File: src/rtl/seg_pkg.sv
// rtl/seg_pkg.sv - shared segment patterns and BCD digit step helpers
package seg_pkg;

  localparam int BCD_DIGIT_W = 4;

  // Active-low {g,f,e,d,c,b,a} patterns for a common-anode display
  localparam logic [6:0] SEG_0     = 7'b1000000;
  localparam logic [6:0] SEG_1     = 7'b1111001;
  localparam logic [6:0] SEG_2     = 7'b0100100;
  localparam logic [6:0] SEG_3     = 7'b0110000;
  localparam logic [6:0] SEG_4     = 7'b0011001;
  localparam logic [6:0] SEG_5     = 7'b0010010;
  localparam logic [6:0] SEG_6     = 7'b0000010;
  localparam logic [6:0] SEG_7     = 7'b1111000;
  localparam logic [6:0] SEG_8     = 7'b0000000;
  localparam logic [6:0] SEG_9     = 7'b0010000;
  localparam logic [6:0] SEG_BLANK = 7'b1111111;

  // Returns {carry, digit}; cin=0 passes the digit through untouched
  function automatic logic [BCD_DIGIT_W:0] bcd_inc(input logic [BCD_DIGIT_W-1:0] d,
                                                   input logic cin);
    if (!cin)
      return {1'b0, d};
    if (d >= 4'd9)
      return {1'b1, 4'd0};
    return {1'b0, d + 4'd1};
  endfunction

  // Returns {borrow, digit}
  function automatic logic [BCD_DIGIT_W:0] bcd_dec(input logic [BCD_DIGIT_W-1:0] d,
                                                   input logic bin);
    if (!bin)
      return {1'b0, d};
    if (d == 4'd0)
      return {1'b1, 4'd9};
    return {1'b0, d - 4'd1};
  endfunction

endpackage

File: src/rtl/seg7_decoder.sv
// rtl/seg7_decoder.sv - 4-bit code to active-low seven-segment pattern
module seg7_decoder
  import seg_pkg::*;
(
  input  logic [BCD_DIGIT_W-1:0] code,
  output logic [6:0]             pattern
);

  always_comb begin
    pattern = SEG_BLANK;
    case (code)
      4'd0:    pattern = SEG_0;
      4'd1:    pattern = SEG_1;
      4'd2:    pattern = SEG_2;
      4'd3:    pattern = SEG_3;
      4'd4:    pattern = SEG_4;
      4'd5:    pattern = SEG_5;
      4'd6:    pattern = SEG_6;
      4'd7:    pattern = SEG_7;
      4'd8:    pattern = SEG_8;
      4'd9:    pattern = SEG_9;
      default: pattern = SEG_BLANK;
    endcase
  end

endmodule

File: src/rtl/seg_auto_counter.sv
// rtl/seg_auto_counter.sv - BCD up/down tick counter with multiplexed seven-segment scan
module seg_auto_counter
  import seg_pkg::*;
#(
  parameter int DIGITS     = 4,
  parameter int SCAN_DIV   = 50000,
  parameter int SCAN_WIDTH = 16
) (
  input  logic                          clk,
  input  logic                          rst,
  input  logic                          tick,
  input  logic                          en,
  input  logic                          up,
  input  logic                          clear,
  output logic [BCD_DIGIT_W*DIGITS-1:0] value,
  output logic                          wrap,
  output logic [DIGITS-1:0]             an,
  output logic [6:0]                    seg,
  output logic                          dp
);

  localparam int                    IDX_W     = (DIGITS > 1) ? $clog2(DIGITS) : 1;
  localparam logic [SCAN_WIDTH-1:0] SCAN_LAST = SCAN_WIDTH'(SCAN_DIV - 1);
  localparam logic [IDX_W-1:0]      IDX_LAST  = IDX_W'(DIGITS - 1);

  logic [BCD_DIGIT_W*DIGITS-1:0] value_step;
  logic                          ripple;
  logic [BCD_DIGIT_W:0]          digit_res;
  logic [SCAN_WIDTH-1:0]         scan_cnt;
  logic [IDX_W-1:0]              idx;
  logic [BCD_DIGIT_W-1:0]        cur_digit;
  logic [DIGITS-1:0]             an_next;
  logic [6:0]                    seg_next;

  // Ripple carry/borrow enters at digit 0; what leaves the top digit is the wrap
  always_comb begin
    value_step = value;
    ripple     = 1'b1;
    digit_res  = '0;
    for (int i = 0; i < DIGITS; i++) begin
      digit_res = up ? bcd_inc(value[i*BCD_DIGIT_W +: BCD_DIGIT_W], ripple)
                     : bcd_dec(value[i*BCD_DIGIT_W +: BCD_DIGIT_W], ripple);
      value_step[i*BCD_DIGIT_W +: BCD_DIGIT_W] = digit_res[BCD_DIGIT_W-1:0];
      ripple = digit_res[BCD_DIGIT_W];
    end
  end

  always_ff @(posedge clk or negedge rst) begin
    if (!rst) begin
      value <= '0;
      wrap  <= 1'b0;
    end else if (clear) begin
      value <= '0;
      wrap  <= 1'b0;
    end else if (tick && en) begin
      value <= value_step;
      wrap  <= ripple;
    end else begin
      wrap  <= 1'b0;
    end
  end

  always_ff @(posedge clk or negedge rst) begin
    if (!rst) begin
      scan_cnt <= '0;
      idx      <= '0;
    end else if (scan_cnt == SCAN_LAST) begin
      scan_cnt <= '0;
      idx      <= (idx == IDX_LAST) ? '0 : idx + 1'b1;
    end else begin
      scan_cnt <= scan_cnt + 1'b1;
    end
  end

  always_comb begin
    cur_digit = '0;
    an_next   = '1;
    for (int i = 0; i < DIGITS; i++) begin
      if (IDX_W'(i) == idx) begin
        cur_digit  = value[i*BCD_DIGIT_W +: BCD_DIGIT_W];
        an_next[i] = 1'b0;
      end
    end
  end

  seg7_decoder u_dec (
    .code    (cur_digit),
    .pattern (seg_next)
  );

  always_ff @(posedge clk or negedge rst) begin
    if (!rst) begin
      an  <= '1;
      seg <= SEG_BLANK;
    end else begin
      an  <= an_next;
      seg <= seg_next;
    end
  end

  assign dp = 1'b1;

endmodule

File: config.mk
export PLATFORM = sky130hd
export DESIGN_NAME = seg_auto_counter
export DESIGN_NICKNAME = d
export VERILOG_FILES = /design/src/rtl/seg_pkg.sv /design/src/rtl/seg7_decoder.sv /design/src/rtl/seg_auto_counter.sv
export SDC_FILE = /design/constraint.sdc
export NUM_CORES = 1
export LEC_CHECK = 0
export CAP_MARGIN = 20
export CELL_PAD_IN_SITES_DETAIL_PLACEMENT = 0
export CELL_PAD_IN_SITES_GLOBAL_PLACEMENT = 1
export CORE_ASPECT_RATIO = 0.75
export CORE_MARGIN = 2
export CORE_UTILIZATION = 47
export DETAILED_ROUTE_END_ITERATION = 16
export HOLD_SLACK_MARGIN = 0.15
export PLACE_DENSITY = 0.92
export SLEW_MARGIN = 30
export SYNTH_ARGS = -nofsm -noshare
export SYNTH_HDL_FRONTEND = slang
export SYNTH_SLANG_ARGS = --single-unit
File: constraint.sdc
create_clock -name clk -period 6.4 [get_ports clk]
set_input_delay 1.28 -clock clk [delete_from_list [all_inputs] [get_ports clk]]
set_output_delay 1.28 -clock clk [all_outputs]
set_load 0.01 [all_outputs]
After elaboration in Yosys (flattened, before gate mapping). Memory sizes are Yosys's and may differ from the RTL's. A register that Yosys moved wholly into a read port is not among the register bits. Cells that the tools add are included. Widths: inputs -> output; s select.

Register bits: 39. Bits in read-only memories: 112. Logic and storage cells: 90. Memories kept: 1.

Memory list: (name not given) (words 16, width 7, rd ports 1, clocked after memory_dff 1, write ports 0, line seg7_decoder.sv:11) `case (code)`.

Add/sub/neg operators: 10. Order comparisons: 4. Equality and inequality tests: 5. Mux-type cells: 57. Reduce and logical (&&, ||, !) cells: 8.

Operators by type and width (number): $mux 5 (29); $mux 16 (3); $mux 1 (20); $add 16x1->16 const B (1); $add 4x1->4 const B (4); $eq 16x16->1 const B (1); $ge 4x4->1 const B (4); $logic_not 4->1 (4); $mux 4 (4); $sub 4x1->4 const B (4); $eq 2x2->1 const A (2); $add 2x1->2 const B (1); $eq 1x2->1 const A (1); $eq 2x2->1 const B (1); $logic_not 2->1 (1); $mux 2 (1); $reduce_bool 2->1 (1); $logic_and 1x1->1 (1); $logic_not 1->1 (1).

Depth between registers and ports, before layout.
Word-level depth: 21. Mapped depth: 10. Mapped depth without buffers: 10.

Hierarchy. A second synthesis with hierarchy kept.

Cells, all modules: 354. Area, all modules: 3078.0 µm².

By module, submodules not included: seg_auto_counter (instances 1, cells an instance 321, area each 2867.8 µm², sequential area each 1164.9 µm²); seg7_decoder (instances 1, cells an instance 33, area each 210.2 µm², sequential area each 0.0 µm²).

Least setup slack after synthesis. OpenSTA, ideal clock, no wires.

Path type: in2reg. From: in up. To: reg value[14]. Library setup time: 0.073 ns. Data arrival time: 2.694 ns. Setup slack: 3.633 ns. Stages on the path: 5. Cell sequence: or4b_2 > o21ai_0 > nand3_4 > or3_1 > a21oi_2.

Longest elaborated chain between the ends: 9. Elaborated cells between the ends (all ways): 12.

Ends and longest elaborated chain: from (decl) (line seg_auto_counter.sv:13) `input logic up,`; $mux 5 (line seg_auto_counter.sv:41) `digit_res = up ? bcd_inc(value[i*BCD_DIGIT_W +: BCD_DIGIT_W], ripple)`; $mux 5 (on tied branches) (line seg_pkg.sv:34, seg_pkg.sv:24); $mux 5 (line seg_auto_counter.sv:41); $mux 5 (on tied branches) (line seg_pkg.sv:34, seg_pkg.sv:24); $mux 5 (line seg_auto_counter.sv:41); $mux 5 (on tied branches) (line seg_pkg.sv:34, seg_pkg.sv:24); $mux 5 (*) (line seg_auto_counter.sv:41); $mux 16 (*) (line seg_auto_counter.sv:55) `end else if (tick && en) begin`; $mux 16 (*) (line seg_auto_counter.sv:52) `end else if (clear) begin`; to (signal assigned) (line seg_auto_counter.sv:56) `value <= value_step;`; to (decl) (line seg_auto_counter.sv:15) `output logic [BCD_DIGIT_W*DIGITS-1:0] value,`.

Mark *: on every way between the ends. The rest lies on a longest branch, timed or not. The select of a mux whose other input is x is not followed. A chain may end at the register's enable or synchronous reset.

Worst setup path after layout. Same ends and word-level chain as after synthesis.

==> out/qor.csv <==
metric,value,unit
swShare,28.60,%
cts_buffers,5,
setup_violations,0,
core_area,0.006319,sq mm
seqPwrFrac,52.9,%
synth_flop_cell,dfrtp_1,
cpMaxStageDelayCell,or4b_4,
die_h,73.94,um
syn_avg_cell_area,9.043,sq um
switchingPower,0.1680,mW
initial_core_util,48.51,%
syn_to_final_growth,13.43,%
crit_path_end_kind,register,
rsz0062_at_grt,false,
grt-ovfl-total,0,
ys_async_sr_fraction,100.0,%
critPathRequiredTime,6.63,ns
synth_edf_count,0,
postSynthCellCount,339,
cellPowerDensity,168.9,mW/mm^2
synth_fp_nets,367,
drcViolationCount,0,
gp_congestion,0.8361,
hold_class,reg2reg,
ys_ff_latch,46,
final_antenna_net_count,0,
grt_pass1_wl,11.16,mm
fmax,300.9,MHz
pwr-share-clk,31.3,%
worstSetupPathType,in2reg,
viasPerCell,5.727,
drive_gt1_share,11.02,%
routedWlPerCell,14.82,um
final.setup_skew,0.007317,ns
postCtsSetupBuffers,0,
cts_tree,yes,
nFillCells,559,
cts_hold_buf,0,
antennaDiodeCount,0,
dp_hpwl,4.567,mm
fin_area,0.003477,sq mm
comb_power_share,15.8,%
ys_warn_count,0,
fin_setup_tns,0,ns
power.leakage,1.388,nW
cts_sinks,46,
syn_area,0.003065,sq mm
dieArea,0.007191,sq mm
wl,6.582,mm
grt_max_degree,49,
drv_cap,0,
vias,2543,
root_buffer,clkbuf_8,
cp-start-kind,input port,
fp.dieW,97.26,um
slew_violations,0,
ir_worst_vdd,0.09696,mV
worstMarginPinSlew,0.8054,ns
path_max_fanout,48,
nNetsFinal,390,
period_share,51.92,%
fin_crit,3.323,ns
drt_iter0_markers,134,
clk_latency,0.31,ns
dr.pass1.iters,4,
worstPathArrival,3.55,ns
antenna_found_initial,0,
post_cts_resized,0,
finalHoldViolCount,0,
run_status,"complete, no violations",
grt_pass1_vias,2282,
dpl-instance-area,0.003387,sq mm
yosysSeqAreaShare,38.00,%
final_util,55.03,%
clk_pin_slew,0.09,ns
ioPinCount,35,
max_stage_delay,0.54,ns
portBuffers,33,
relSlewSlack,46.11,%
cts_buffer_depth,2,
yosysUniqueCellTypes,60,
cts-htree-levels,2,
internal-power,0.4193,mW
gr-usage-all-layers,19.12,%
path_cells,"clkdlybuf4s50_1, buf_4, or4b_4, o22ai_4, nand3_4, or3_1, a21oi_2",
rows,25,
==> cell type report <==
type / instances / area, sq um / area share [%]
clock buffers: 5 / 68.82 / 1.979
clock inverters: 3 / 21.27 / 0.6117
inverters: 26 / 97.59 / 2.807
multi-input cells: 249 / 1688 / 48.54
flip-flops and latches: 46 / 1165 / 33.50
well taps: 81 / 101.3 / 2.915
repair buffers: 34 / 335.3 / 9.644
==> power by group through the flow <==
stage	combinational (mW)	sequential [mW]	clock, mW
6_report	0.0928	0.311	0.184
3_3_place_gp	0.0911	0.316	0
5_1_grt	0.103	0.312	0.203
3_5_place_dp	0.0924	0.316	0
2_1_floorplan	0.0583	0.316	0
4_1_cts	0.0928	0.311	0.188
==> registers in the layout, indices dropped and copies added (netlist names) <==
signal / cells
an: 4
idx: 2
seg: 7
scan_cnt: 16
wrap: 1
value: 16
==> worst max-delay path, delay by kind of cell <==
kind / cells / cell delay [ns]
compound gates: 2 / 0.43
buf+inv: 2 / 0.66
simple gates: 3 / 1.17
==> logic make-up after synthesis <==
group / Yosys count / share of synthesized area, %
AO/OA/AOI/OAI: 97 / 21.63
XOR/XNOR: 15 / 4.286
adder cells (fa/ha/maj): 22 / 8.979
buffers and inverters: 44 / 6.938
flip-flops: 46 / 38.00
multiplexers: 3 / 1.020
other: 1 / 0.1223
AND/OR/NAND/NOR: 111 / 19.02
==> cells in the final DEF (no fill, tap or decap), types with 9 or more instances in the layout <==
cell / count
a211oi_1: 10
ha_1: 22
nor2_1: 39
xor2_1: 9
dfstp_2: 11
nand3_1: 9
nand2_1: 17
dfrtp_1: 35
clkdlybuf4s50_1: 32
inv_1: 26
a21oi_1: 20
o21ai_0: 20
==> per-layer routing <==
metal / global-route usage, % / vias up / part of all wire (%)
li1: - / 1253 / -
met1: 27.56 / 1221 / 51
met2: 28.94 / 57 / 43
met3: 3.571 / 12 / 4.3
met4: 7.716 / 0 / 1.7
met5: 0 / - / 0
==> metrics by stage <==
| step | hold WS, ns | std cells | total power, mW | setup slack (ns) |
|---|---|---|---|---|
| 3_5_place_dp | 0.5004 | 436 | 0.4087 | 2.768 |
| 2_1_floorplan | 0.4547 | 339 | 0.3747 | 3.633 |
| 5_1_grt | 0.5294 | 444 | 0.6176 | 2.973 |
| 6_report | 0.5111 | 444 | 0.5873 | 3.077 |
| 3_3_place_gp | 0.4724 | 436 | 0.4072 | 2.833 |
| 4_1_cts | 0.5130 | 444 | 0.5914 | 3.093 |
==> cell usage after synthesis (all sizes together), types with 6 or more instances <==
library cell | n | area share [%]
a211oi | 10 | 2.4
inv | 26 | 3.2
o22ai | 6 | 1.7
xor2 | 9 | 2.6
dfrtp | 35 | 29
a311oi | 6 | 1.7
nand2 | 17 | 2.1
a22oi | 6 | 1.5
xnor2 | 6 | 1.7
nand2b | 8 | 1.6
nor2 | 39 | 4.8
nand4 | 6 | 1.2
ha | 22 | 9.0
a21oi | 22 | 3.8
dfstp | 11 | 9.4
o21ai | 20 | 3.3
nand3 | 10 | 2.0
clkbuf | 7 | 0.90
a31oi | 7 | 1.4
buf | 11 | 2.9
==> final timing paths <==
check / slack [ns] / startpoint / endpoint / cells past startpoint
max in group asynchronous: 5.05 / rst / an[2] / 1
min reg2reg: 0.51 / scan_cnt[0] / scan_cnt[0] / 1
min: 0.51 / scan_cnt[0] / scan_cnt[0] / 1
min in group asynchronous: 0.96 / rst / scan_cnt[10] / 1
max: 3.08 / up / value[14] / 7
max reg2reg: 3.77 / value[0] / value[14] / 7
No activity file was read; power rests on OpenSTA's default activity.
